`config.mk`:
```
export PLATFORM = sky130hd
export DESIGN_NAME = icetap_readout_ctrl
export DESIGN_NICKNAME = d
export VERILOG_FILES = /design/src/rtl/icetap_readout_ctrl.sv
export SDC_FILE = /design/constraint.sdc
export NUM_CORES = 1
export LEC_CHECK = 0
export CELL_PAD_IN_SITES_DETAIL_PLACEMENT = 1
export CELL_PAD_IN_SITES_GLOBAL_PLACEMENT = 2
export CORE_MARGIN = 8
export CORE_UTILIZATION = 36
export CTS_BUF_LIST = sky130_fd_sc_hd__clkbuf_2
export CTS_CLUSTER_SIZE = 8
export DETAILED_ROUTE_END_ITERATION = 16
export PLACE_DENSITY = 0.85
export SLEW_MARGIN = 20
export SYNTH_ARGS = -nofsm -noshare
export SYNTH_HDL_FRONTEND = slang
export SYNTH_SLANG_ARGS = --single-unit
```
`constraint.sdc`:
```
create_clock -name scan_clk -period 4.2 [get_ports scan_clk]
set_input_delay 0.63 -clock scan_clk [delete_from_list [all_inputs] [get_ports scan_clk]]
set_output_delay 0.63 -clock scan_clk [all_outputs]
set_load 0.02 [all_outputs]
```
`src/rtl/icetap_readout_ctrl.sv`:
```
// Readout sequencer for the icetap capture buffer: walks the capture RAM from
// the oldest to the newest sample and streams a header plus sample bytes.
module icetap_readout_ctrl #(
    parameter  int NR_SIGNALS       = 16,
    parameter  int RECORD_DEPTH     = 256,
    localparam int RAM_ADDR_BITS    = $clog2(RECORD_DEPTH),
    localparam int BYTES_PER_SAMPLE = (NR_SIGNALS + 7) / 8
) (
    input  logic                     scan_clk,
    input  logic                     scan_reset_,
    input  logic                     dump_req,
    input  logic                     capture_done,
    input  logic [RAM_ADDR_BITS-1:0] start_addr,
    input  logic [RAM_ADDR_BITS-1:0] trigger_addr,
    input  logic [RAM_ADDR_BITS-1:0] stop_addr,
    output logic                     rd_ena,
    output logic [RAM_ADDR_BITS-1:0] rd_addr,
    input  logic [NR_SIGNALS-1:0]    rd_data,
    output logic                     out_valid,
    input  logic                     out_ready,
    output logic [7:0]               out_data,
    output logic                     out_last,
    output logic                     busy
);

    localparam int SH_W  = BYTES_PER_SAMPLE * 8;
    localparam int CNT_W = RAM_ADDR_BITS + 1;
    localparam logic [3:0] LAST_BYTE = 4'(BYTES_PER_SAMPLE - 1);

    typedef enum logic [2:0] {S_IDLE, S_HDR, S_RD, S_LOAD, S_DATA} state_t;

    state_t                   state_reg,     state_next;
    logic [RAM_ADDR_BITS-1:0] addr_reg,      addr_next;
    logic [RAM_ADDR_BITS-1:0] tofs_reg,      tofs_next;
    logic [RAM_ADDR_BITS-1:0] nm1_reg,       nm1_next;
    logic [CNT_W-1:0]         remaining_reg, remaining_next;
    logic [2:0]               hdr_idx_reg,   hdr_idx_next;
    logic [3:0]               byte_idx_reg,  byte_idx_next;
    logic [SH_W-1:0]          shift_reg,     shift_next;
    logic                     out_valid_reg, out_valid_next;
    logic [7:0]               out_data_reg,  out_data_next;
    logic                     out_last_reg,  out_last_next;
    logic                     rd_ena_reg,    rd_ena_next;
    logic [RAM_ADDR_BITS-1:0] rd_addr_reg,   rd_addr_next;
    logic                     busy_reg,      busy_next;

    logic            accept;
    logic            last_sample;
    logic [15:0]     tofs16;
    logic [15:0]     nm116;
    logic [7:0]      hdr_byte;
    logic [SH_W-1:0] rd_data_pad;

    assign accept      = out_valid_reg && out_ready;
    assign last_sample = (remaining_reg == CNT_W'(1));
    assign tofs16      = 16'(tofs_reg);
    assign nm116       = 16'(nm1_reg);
    assign rd_data_pad = SH_W'(rd_data);

    // Header byte that follows the one currently presented.
    always_comb begin
        hdr_byte = nm116[15:8];
        case (hdr_idx_reg)
            3'd0:    hdr_byte = tofs16[7:0];
            3'd1:    hdr_byte = tofs16[15:8];
            3'd2:    hdr_byte = nm116[7:0];
            default: hdr_byte = nm116[15:8];
        endcase
    end

    always_comb begin
        state_next     = state_reg;
        addr_next      = addr_reg;
        tofs_next      = tofs_reg;
        nm1_next       = nm1_reg;
        remaining_next = remaining_reg;
        hdr_idx_next   = hdr_idx_reg;
        byte_idx_next  = byte_idx_reg;
        shift_next     = shift_reg;
        out_valid_next = out_valid_reg;
        out_data_next  = out_data_reg;
        out_last_next  = out_last_reg;
        rd_ena_next    = 1'b0;
        rd_addr_next   = rd_addr_reg;

        case (state_reg)
            S_IDLE: begin
                if (dump_req && capture_done) begin
                    state_next     = S_HDR;
                    addr_next      = start_addr;
                    tofs_next      = trigger_addr - start_addr;
                    nm1_next       = stop_addr - start_addr;
                    remaining_next = {1'b0, stop_addr - start_addr} + CNT_W'(1);
                    hdr_idx_next   = 3'd0;
                    out_valid_next = 1'b1;
                    out_data_next  = 8'hA5;
                    out_last_next  = 1'b0;
                end
            end
            S_HDR: begin
                if (accept) begin
                    if (hdr_idx_reg == 3'd4) begin
                        state_next     = S_RD;
                        out_valid_next = 1'b0;
                        rd_ena_next    = 1'b1;
                        rd_addr_next   = addr_reg;
                    end else begin
                        hdr_idx_next  = hdr_idx_reg + 3'd1;
                        out_data_next = hdr_byte;
                    end
                end
            end
            S_RD: begin
                state_next = S_LOAD;
            end
            S_LOAD: begin
                // RAM data is valid now; first byte goes out directly.
                state_next     = S_DATA;
                out_valid_next = 1'b1;
                out_data_next  = rd_data_pad[7:0];
                shift_next     = rd_data_pad >> 8;
                byte_idx_next  = 4'd0;
                out_last_next  = (BYTES_PER_SAMPLE == 1) && last_sample;
            end
            S_DATA: begin
                if (accept) begin
                    if (byte_idx_reg == LAST_BYTE) begin
                        out_valid_next = 1'b0;
                        out_last_next  = 1'b0;
                        remaining_next = remaining_reg - CNT_W'(1);
                        if (last_sample) begin
                            state_next = S_IDLE;
                        end else begin
                            state_next   = S_RD;
                            addr_next    = addr_reg + RAM_ADDR_BITS'(1);
                            rd_ena_next  = 1'b1;
                            rd_addr_next = addr_reg + RAM_ADDR_BITS'(1);
                        end
                    end else begin
                        byte_idx_next = byte_idx_reg + 4'd1;
                        out_data_next = shift_reg[7:0];
                        shift_next    = shift_reg >> 8;
                        out_last_next = ((byte_idx_reg + 4'd1) == LAST_BYTE) && last_sample;
                    end
                end
            end
            default: begin
                state_next = S_IDLE;
            end
        endcase

        busy_next = (state_next != S_IDLE);
    end

    always_ff @(posedge scan_clk) begin
        if (!scan_reset_) begin
            state_reg     <= S_IDLE;
            addr_reg      <= '0;
            tofs_reg      <= '0;
            nm1_reg       <= '0;
            remaining_reg <= '0;
            hdr_idx_reg   <= '0;
            byte_idx_reg  <= '0;
            shift_reg     <= '0;
            out_valid_reg <= 1'b0;
            out_data_reg  <= '0;
            out_last_reg  <= 1'b0;
            rd_ena_reg    <= 1'b0;
            rd_addr_reg   <= '0;
            busy_reg      <= 1'b0;
        end else begin
            state_reg     <= state_next;
            addr_reg      <= addr_next;
            tofs_reg      <= tofs_next;
            nm1_reg       <= nm1_next;
            remaining_reg <= remaining_next;
            hdr_idx_reg   <= hdr_idx_next;
            byte_idx_reg  <= byte_idx_next;
            shift_reg     <= shift_next;
            out_valid_reg <= out_valid_next;
            out_data_reg  <= out_data_next;
            out_last_reg  <= out_last_next;
            rd_ena_reg    <= rd_ena_next;
            rd_addr_reg   <= rd_addr_next;
            busy_reg      <= busy_next;
        end
    end

    assign rd_ena    = rd_ena_reg;
    assign rd_addr   = rd_addr_reg;
    assign out_valid = out_valid_reg;
    assign out_data  = out_data_reg;
    assign out_last  = out_last_reg;
    assign busy      = busy_reg;

endmodule

```
Yosys cells after proc, flatten, opt, wreduce, memory -nomap -nowiden
Index checks and enable logic that the tools add are counted.
{"block": "totals", "register_bits": 79, "output_inout_bits": 20}
{"block": "classes", "n_reduce_logical": 21, "eq_ne": 17, "add_sub_neg": 7, "muxes": 52}
{"operator": "$mux W8", "count": 11}
{"operator": "$pmux W8 S2", "count": 3}
{"operator": "$mux W16", "count": 2}
{"operator": "$pmux W16 S2", "count": 1}
{"operator": "$pmux W8 S4", "count": 1}
{"operator": "$mux W9", "count": 3}
{"operator": "$mux W3", "count": 8}
{"operator": "$pmux W9 S2", "count": 1}
{"operator": "$reduce_and A6 Y1", "count": 3}
{"operator": "$ne A2 B2 Y1 const B", "count": 8}
{"operator": "$sub A8 B8 Y8", "count": 2}
{"operator": "$pmux W3 S5", "count": 1}
{"operator": "$mux W1", "count": 13}
{"operator": "$add A8 B1 Y9 const B", "count": 1}
{"operator": "$eq A3 B2 Y1 const B", "count": 3}
{"operator": "$eq A9 B1 Y1 const B", "count": 1}
{"operator": "$sub A9 B1 Y9 const B", "count": 1}
{"operator": "$add A8 B1 Y8 const B", "count": 1}
{"operator": "$eq A4 B1 Y1 const B", "count": 2}
{"operator": "$mux W4", "count": 2}
{"operator": "$pmux W4 S2", "count": 1}
{"operator": "$reduce_and A4 Y1", "count": 2}
{"operator": "$reduce_bool A2 Y1", "count": 4}
{"operator": "$eq A3 B3 Y1 const B", "count": 2}
{"operator": "15 further kinds", "count": 20}

Logic depth before layout (Yosys ltp)
Gate-level depths: netlist of the first run.
{"block": "depth", "word_depth": 6, "mapped_depth": 10}

Least setup slack after synthesis of the first run
No wires, ideal clock.
{"block": "synth_timing", "kind": "in2reg", "from": "in stop_addr[0]", "to": "reg remaining_reg[8]", "setup_time_ns": 0.058, "arrival_time_ns": 2.527, "cell_stages": 10, "required_ns": 4.142, "slack_ns": 1.614, "path_cell_list": "inv_1 -> ha_1 -> inv_1 -> fa_1 -> nand3_1 -> and2_0 -> nand3_1 -> o311ai_0 -> nor4b_1 -> o221a_2"}
{"block": "synth_between", "elab_chain_len": 4}
{"element": "start: declaration", "line_no": "15", "text": "input logic [RAM_ADDR_BITS-1:0] stop_addr,"}
{"element": "$sub A8 B8 Y8", "line_no": "93", "text": "remaining_next = {1'b0, stop_addr - start_addr} + CNT_W'(1);"}
{"element": "$add A8 B1 Y9", "line_no": "93"}
{"element": "$mux W9", "line_no": "88", "text": "if (dump_req && capture_done) begin"}
{"element": "$pmux W9 S2", "line_no": "86", "text": "case (state_reg)"}
{"element": "end signal: assignment", "line_no": "176", "text": "remaining_reg <= remaining_next;"}
{"element": "end: declaration", "line_no": "36", "text": "logic [CNT_W-1:0] remaining_reg, remaining_next;"}
No other way between the ends. The select of a mux whose other input is x is not followed.
A chain may end at the register's enable or synchronous reset.

Worst setup path in the final report of the first run
{"block": "layout_timing", "from": "in start_addr[0]", "to": "reg remaining_reg[8]"}
{"block": "layout_between", "elab_chain_len": 4}
{"element": "start: declaration", "line_no": "13", "text": "input logic [RAM_ADDR_BITS-1:0] start_addr,"}
{"element": "$sub A8 B8 Y8", "line_no": "93"}
{"element": "$add A8 B1 Y9", "line_no": "93"}
{"element": "$mux W9", "line_no": "88"}
{"element": "$pmux W9 S2", "line_no": "86"}
No other way between the ends. The select of a mux whose other input is x is not followed.

==> results of run 1 <==
[through the flow]
stage,area (µm²),cells,power [mW],hold slack (ps),util (%)
6_report,5470,786,1.67,484,43.9
5_1_grt,5470,786,1.75,500,43.9
4_1_cts,5470,786,1.69,488,43.9
3_5_place_dp,5290,770,1.10,463,42.4
3_3_place_gp,5290,770,1.08,453,42.4
2_1_floorplan,4550,562,0.965,441,-
[where the power goes]
part	switching (mW)	total (mW)	internal (mW)
clock network	0.270	0.587	0.317
logic	0.191	0.353	0.163
registers	0.0267	0.731	0.704
[layout by cell type (no fill, tap or decap), types with 8 or more instances in the layout]
| cell | n |
|---|---|
| a22oi_1 | 18 |
| xor2_1 | 9 |
| nand3b_1 | 9 |
| ha_1 | 24 |
| and2_1 | 18 |
| a21boi_0 | 16 |
| nand3_1 | 20 |
| clkbuf_2 | 10 |
| nor2_1 | 32 |
| o211a_1 | 12 |
| o21ai_0 | 37 |
| clkdlybuf4s50_1 | 63 |
| o21a_1 | 8 |
| nor3_1 | 8 |
| inv_1 | 25 |
| dfxtp_1 | 71 |
| a21oi_1 | 28 |
| xnor2_1 | 10 |
| nand2_1 | 60 |
| nor2b_1 | 24 |
[cell type report]
cell class	instances	area, µm²	area share (%)
Clock buffer	10	50.0	0.915
Clock inverter	6	133	2.42
Inverter	25	93.8	1.72
Multi-Input combinational cell	433	2890	52.7
Sequential cell	71	1420	26.0
Tap cell	172	215	3.93
Timing Repair Buffer	69	673	12.3
[logic make-up after synthesis]
logic type | count (synthesis) | synth area share [%]
fa+ha+maj | 26 | 7.48
mux | 7 | 1.57
compound gates | 163 | 24.8
xor+xnor | 19 | 3.66
simple gates | 218 | 25.8
flops | 71 | 31.3
buf+inv | 58 | 5.42
[critical path, stage by stage]
cell and delay [ps]:
clkdlybuf4s50_1 530, ha_1 180, inv_1 50, fa_1 400, nand3_1 130, and2_0 270
nand3_1 110, o311ai_0 540, nor4b_1 360, o221a_2 250
[routing by layer]
layer	part of all wire (%)	GRT usage, %
met1	47	20.8
met4	2.1	7.06
met5	0	0
met2	47	29.3
met3	4.1	3.19
[worst paths after layout]
path | start | slack (ps) | cells after the start | end
hold / removal | nm1_reg[3] | 480 | 2 | nm1_reg[3]
hold reg to reg | nm1_reg[3] | 480 | 2 | nm1_reg[3]
setup / recovery | start_addr[0] | 1270 | 10 | remaining_reg[8]
setup reg to reg | state_reg[1] | 1280 | 6 | remaining_reg[8]
==> impl_metrics.py, run 1 <==
metrics = {
    "setup_path": {
        "worstSetupStartpointType": "input port",
        "critPathCaptureType": "flip-flop",
        "required_ps": 4720,
        "crit_type": "input port to flip-flop",
        "path_max_fanout": 5,
        "worst-endpoint-arrival_ps": 3450,
    },
    "cts": {
        "ctsHtreeMaxLevel": 3,
        "cts_sinks": 71,
        "cts_resized": 0,
        "clk_latency_ps": 570,
        "hold_buffers": 0,
        "cts_buffers": 9,
        "post-cts-setup-buffer-count": 0,
        "clk_pin_slew_worst_paths_ps": 200,
        "cts_tree": "done",
        "clockBufferDepth": 2,
        "cts_root_buf": "clkbuf_2",
    },
    "pwr": {
        "ir_drop_uv": 122,
        "powerDensity_nw_per_um2": 305,
        "p_leak_nw": 2.20,
    },
    "yosys": {
        "yosysMostFrequentCell": "dfxtp_1",
        "synth_edf_count": 0,
        "synth_cells": 562,
        "synth_top_area_share_pct": 31.3,
        "synth_warnings": 0,
        "synthTopCellsByArea": "dfxtp_1 (31%), ha_1 (6.6%), nand2_1 (5.0%)",
        "synth.largest_area_cell": "dfxtp_1",
        "synthFlopType": "dfxtp_1",
        "ys_seq_area_share_pct": 31.3,
        "yosysUniqueCellTypes": 65,
        "yosys_register_bits": 71,
        "syn_area_um2": 4550,
        "synth-async-reset-ratio_pct": 0,
        "syn_area_per_cell_um2": 8.09,
        "syn_nets": 633,
        "synth_common_cells": "dfxtp_1 (71), nand2_1 (60), o21ai_0 (37)",
    },
    "route": {
        "wirelength_um": 13900,
        "dr.pass1.iters": 7,
        "wl_per_cell_um": 17.7,
        "drc": 0,
        "drt-initial-drc-count": 203,
        "drtAntennaViolNets": 0,
        "vias_per_cell": 5.42,
        "vias": 4260,
    },
    "floorplan": {
        "num_rows": 41,
        "dieArea_um2": 16500,
        "start_util_pct": 36.5,
        "core_um2": 12500,
        "dieWidth_um": 128,
        "fp.dieH_um": 128,
        "ios": 65,
    },
    "cells_and_area": {
        "nets": 680,
        "largest_reg_flops": 9,
        "syn2layout_area_growth_pct": 20.3,
        "nFillCells": 1527,
        "diodes": 0,
        "drive_gt1_share_pct": 6.51,
    },
    "global_routing": {
        "grt_pass1_wl_um": 22500,
        "grt_overflow_total": 0,
        "antenna_found_initial": 0,
        "grt_max_degree": 46,
        "grt_pass1_vias": 4382,
        "groute.usage.overall_pct": 17.2,
    },
    "placed_design": {
        "dp_slack_ps": 677,
        "gp_congestion": 0.842,
        "dp_hpwl_um": 10500,
        "io_buffer_count": 64,
    },
    "timing": {
        "layout_setup_ws_ps": 1270,
        "finalHoldViolations": 0,
        "setup_viol": 0,
        "period_needed_ps": 2930,
        "tightest_slew_ps": 979,
        "drv_slew": 0,
        "rsz0062_at_grt": "false",
        "fmax_ghz": 0.342,
        "relSlewSlack_pct": 34.7,
        "min_period_over_period_pct": 69.7,
        "skew_ps": 23.5,
        "tns_ps": 0,
    },
    "hold_path": {
        "hp-class": "flip-flop to flip-flop",
    },
    "outcome": {
        "status": "finished clean",
    },
    "flow_run": {
        "max_cap_violations": 0,
    },
}
(Power assumes the default switching activity.)
==> run 2: changes to the inputs <==
--- a/config.mk
+++ b/config.mk
@@ -8,11 +8,11 @@
 export CELL_PAD_IN_SITES_DETAIL_PLACEMENT = 1
 export CELL_PAD_IN_SITES_GLOBAL_PLACEMENT = 2
 export CORE_MARGIN = 8
-export CORE_UTILIZATION = 36
+export CORE_UTILIZATION = 33
 export CTS_BUF_LIST = sky130_fd_sc_hd__clkbuf_2
 export CTS_CLUSTER_SIZE = 8
 export DETAILED_ROUTE_END_ITERATION = 16
-export PLACE_DENSITY = 0.85
+export PLACE_DENSITY = 0.78
 export SLEW_MARGIN = 20
 export SYNTH_ARGS = -nofsm -noshare
 export SYNTH_HDL_FRONTEND = slang
==> constraint.sdc (replaced) <==
create_clock -name scan_clk -period 2.9 [get_ports scan_clk]
set_input_delay 0.435 -clock scan_clk [delete_from_list [all_inputs] [get_ports scan_clk]]
set_output_delay 0.435 -clock scan_clk [all_outputs]
set_load 0.02 [all_outputs]
==> run 2 against run 1 <==
Net effect: critical endpoint unchanged; critical path depth unchanged; clock skew increased by 1.3 ps; total power increased by 42%; global-route usage decreased by 0.85 points; first-iteration DRC count decreased by 13%; sequential power increased by 45%.
==> impl_metrics.py, run 2 (synthesis gave the netlist of run 1 again) <==
metrics = {
    "cells_and_area": {
        "syn2layout_area_growth_pct": 24.5,
        "drive_gt1_share_pct": 10.1,
        "largest_reg_flops": 9,
        "nFillCells": 1653,
        "regArea_um2": 1420,
        "fin_util_pct": 41.4,
        "nets": 708,
        "stdcell_area_um2": 5660,
        "layout_commonest_cell": "dfxtp_1",
        "fin_cells": 823,
        "multiInputGateArea_um2": 2890,
        "final_cell_mix": "dfxtp_1 (71), clkdlybuf4s50_1 (63), nand2_1 (60)",
    },
    "floorplan": {
        "num_rows": 43,
        "dieWidth_um": 133,
        "dieArea_um2": 17800,
        "core_um2": 13700,
        "fp.dieH_um": 133,
        "start_util_pct": 33.3,
        "ios": 65,
    },
    "cts": {
        "cts_tree": "done",
        "cts_root_buf": "clkbuf_2",
        "hold_buffers": 0,
        "clk_latency_ps": 570,
        "clk_pin_slew_worst_paths_ps": 180,
        "cts_resized": 0,
        "post-cts-setup-buffer-count": 0,
        "ctsHtreeMaxLevel": 3,
        "clockBufferDepth": 2,
        "cts_buffers": 9,
        "cts_sinks": 71,
    },
    "setup_path": {
        "critPathLaunch": "start_addr[0]",
        "r2r-start": "state_reg[1]",
        "cp_cell_sequence": "clkdlybuf4s50_1, ha_1, inv_1, fa_1, nand3_1, and2_0, nand3_1, o311ai_0, nor4b_1, o221a_2",
        "slowest_stage": "clkdlybuf4s50_1",
        "worst-endpoint-arrival_ps": 3020,
        "path_max_fanout": 4,
        "worstSetupStartpointType": "input port",
        "critPathMostFrequentCell": "nand3_1",
        "required_ps": 3430,
        "cpPeakStageDelay_ps": 500,
        "crit_type": "input port to flip-flop",
        "critPathCaptureType": "flip-flop",
    },
    "route": {
        "vias_per_cell": 5.27,
        "wirelength_um": 14300,
        "drc": 0,
        "vias": 4336,
        "wl_per_cell_um": 17.3,
        "drt-initial-drc-count": 177,
        "dr.pass1.iters": 4,
        "drtAntennaViolNets": 0,
    },
    "hold_path": {
        "hold_start": "scan_reset_",
        "hp-class": "input port to flip-flop",
    },
    "global_routing": {
        "grt_pass1_wl_um": 23600,
        "groute.usage.overall_pct": 16.3,
        "grt_max_degree": 34,
        "antenna_found_initial": 1,
        "grt_overflow_total": 0,
        "grt_pass1_vias": 4564,
    },
    "timing": {
        "rsz0062_at_grt": "false",
        "min_period_over_period_pct": 86.0,
        "tns_ps": 0,
        "drv_slew": 0,
        "period_needed_ps": 2490,
        "fmax_ghz": 0.401,
        "finalHoldViolations": 0,
        "whs_ps": 288,
        "relSlewSlack_pct": 57.3,
        "tightest_slew_ps": 639,
        "setup_viol": 0,
        "skew_ps": 24.8,
    },
    "pwr": {
        "p_leak_nw": 2.32,
        "powerDensity_nw_per_um2": 418,
        "ir_drop_uv": 213,
    },
    "placed_design": {
        "io_buffer_count": 64,
        "placed_cell_area_um2": 5510,
        "gp_congestion": 0.791,
        "dp_hpwl_um": 11100,
        "place_inst": 806,
    },
    "flow_run": {
        "max_cap_violations": 0,
    },
    "outcome": {
        "status": "finished clean",
    },
}
[run 2: cell types whose count changed in the layout (fill, tap and decap cells not counted), sizes merged]
cell      change
bufinv        -1
diode         +2
buf          +28
clkinv        +1
clkinvlp      -1
[run 2: worst paths after layout]
kind	cells after the start	to	slack [ps]
max	10	remaining_reg[8]	410
min	2	addr_reg[6]	290
max reg2reg	6	remaining_reg[8]	560
min reg2reg	2	out_data[5]	480
[run 2: stage by stage]
stage,setup slack [ps],power (mW)
finish,405,2.37
global route,242,2.49
CTS,474,2.39
detailed placement,-139,1.65
global placement,-52.4,1.63
floorplan,509,1.40
[run 2: cell type report]
type | count | share of cell area, %
diodes | 2 | 0.0884
inverters | 25 | 1.66
clock buffers | 10 | 0.884
clock inverters | 5 | 1.72
repair buffers | 97 | 15.6
multi-input cells | 433 | 51.0
flip-flops and latches | 71 | 25.1
well taps | 180 | 3.98
[run 2: where the power goes]
group | internal (mW) | leakage [nW] | switching, mW
sequential | 1.02 | 0.577 | 0.0411
combinational | 0.280 | 1.65 | 0.284
clock | 0.365 | 0.0871 | 0.377
[run 2: critical path: cells and delay by family]
family	cells	cell delay, ps
adders and majority gates	2	560
and+or+nand+nor	4	820
buffers and inverters	2	550
AOI/OAI and AO/OA	2	660
[run 2: routing by layer]
metal	global-route usage, %	wire length (µm)	up-vias
li1	-	-	2155
met1	19.8	6680	2088
met2	27.7	6790	71
met3	3.69	476	22
met4	5.80	319	0
met5	0	0	-
==> run 3: changes to the inputs <==
--- a/config.mk
+++ b/config.mk
@@ -12,6 +12,7 @@
 export CTS_BUF_LIST = sky130_fd_sc_hd__clkbuf_2
 export CTS_CLUSTER_SIZE = 8
 export DETAILED_ROUTE_END_ITERATION = 16
+export GPL_TIMING_DRIVEN = 1
 export PLACE_DENSITY = 0.78
 export SLEW_MARGIN = 20
 export SYNTH_ARGS = -nofsm -noshare
==> results of run 3 <==
No change in the layout: final DEF, timing and power equal those of run 2.
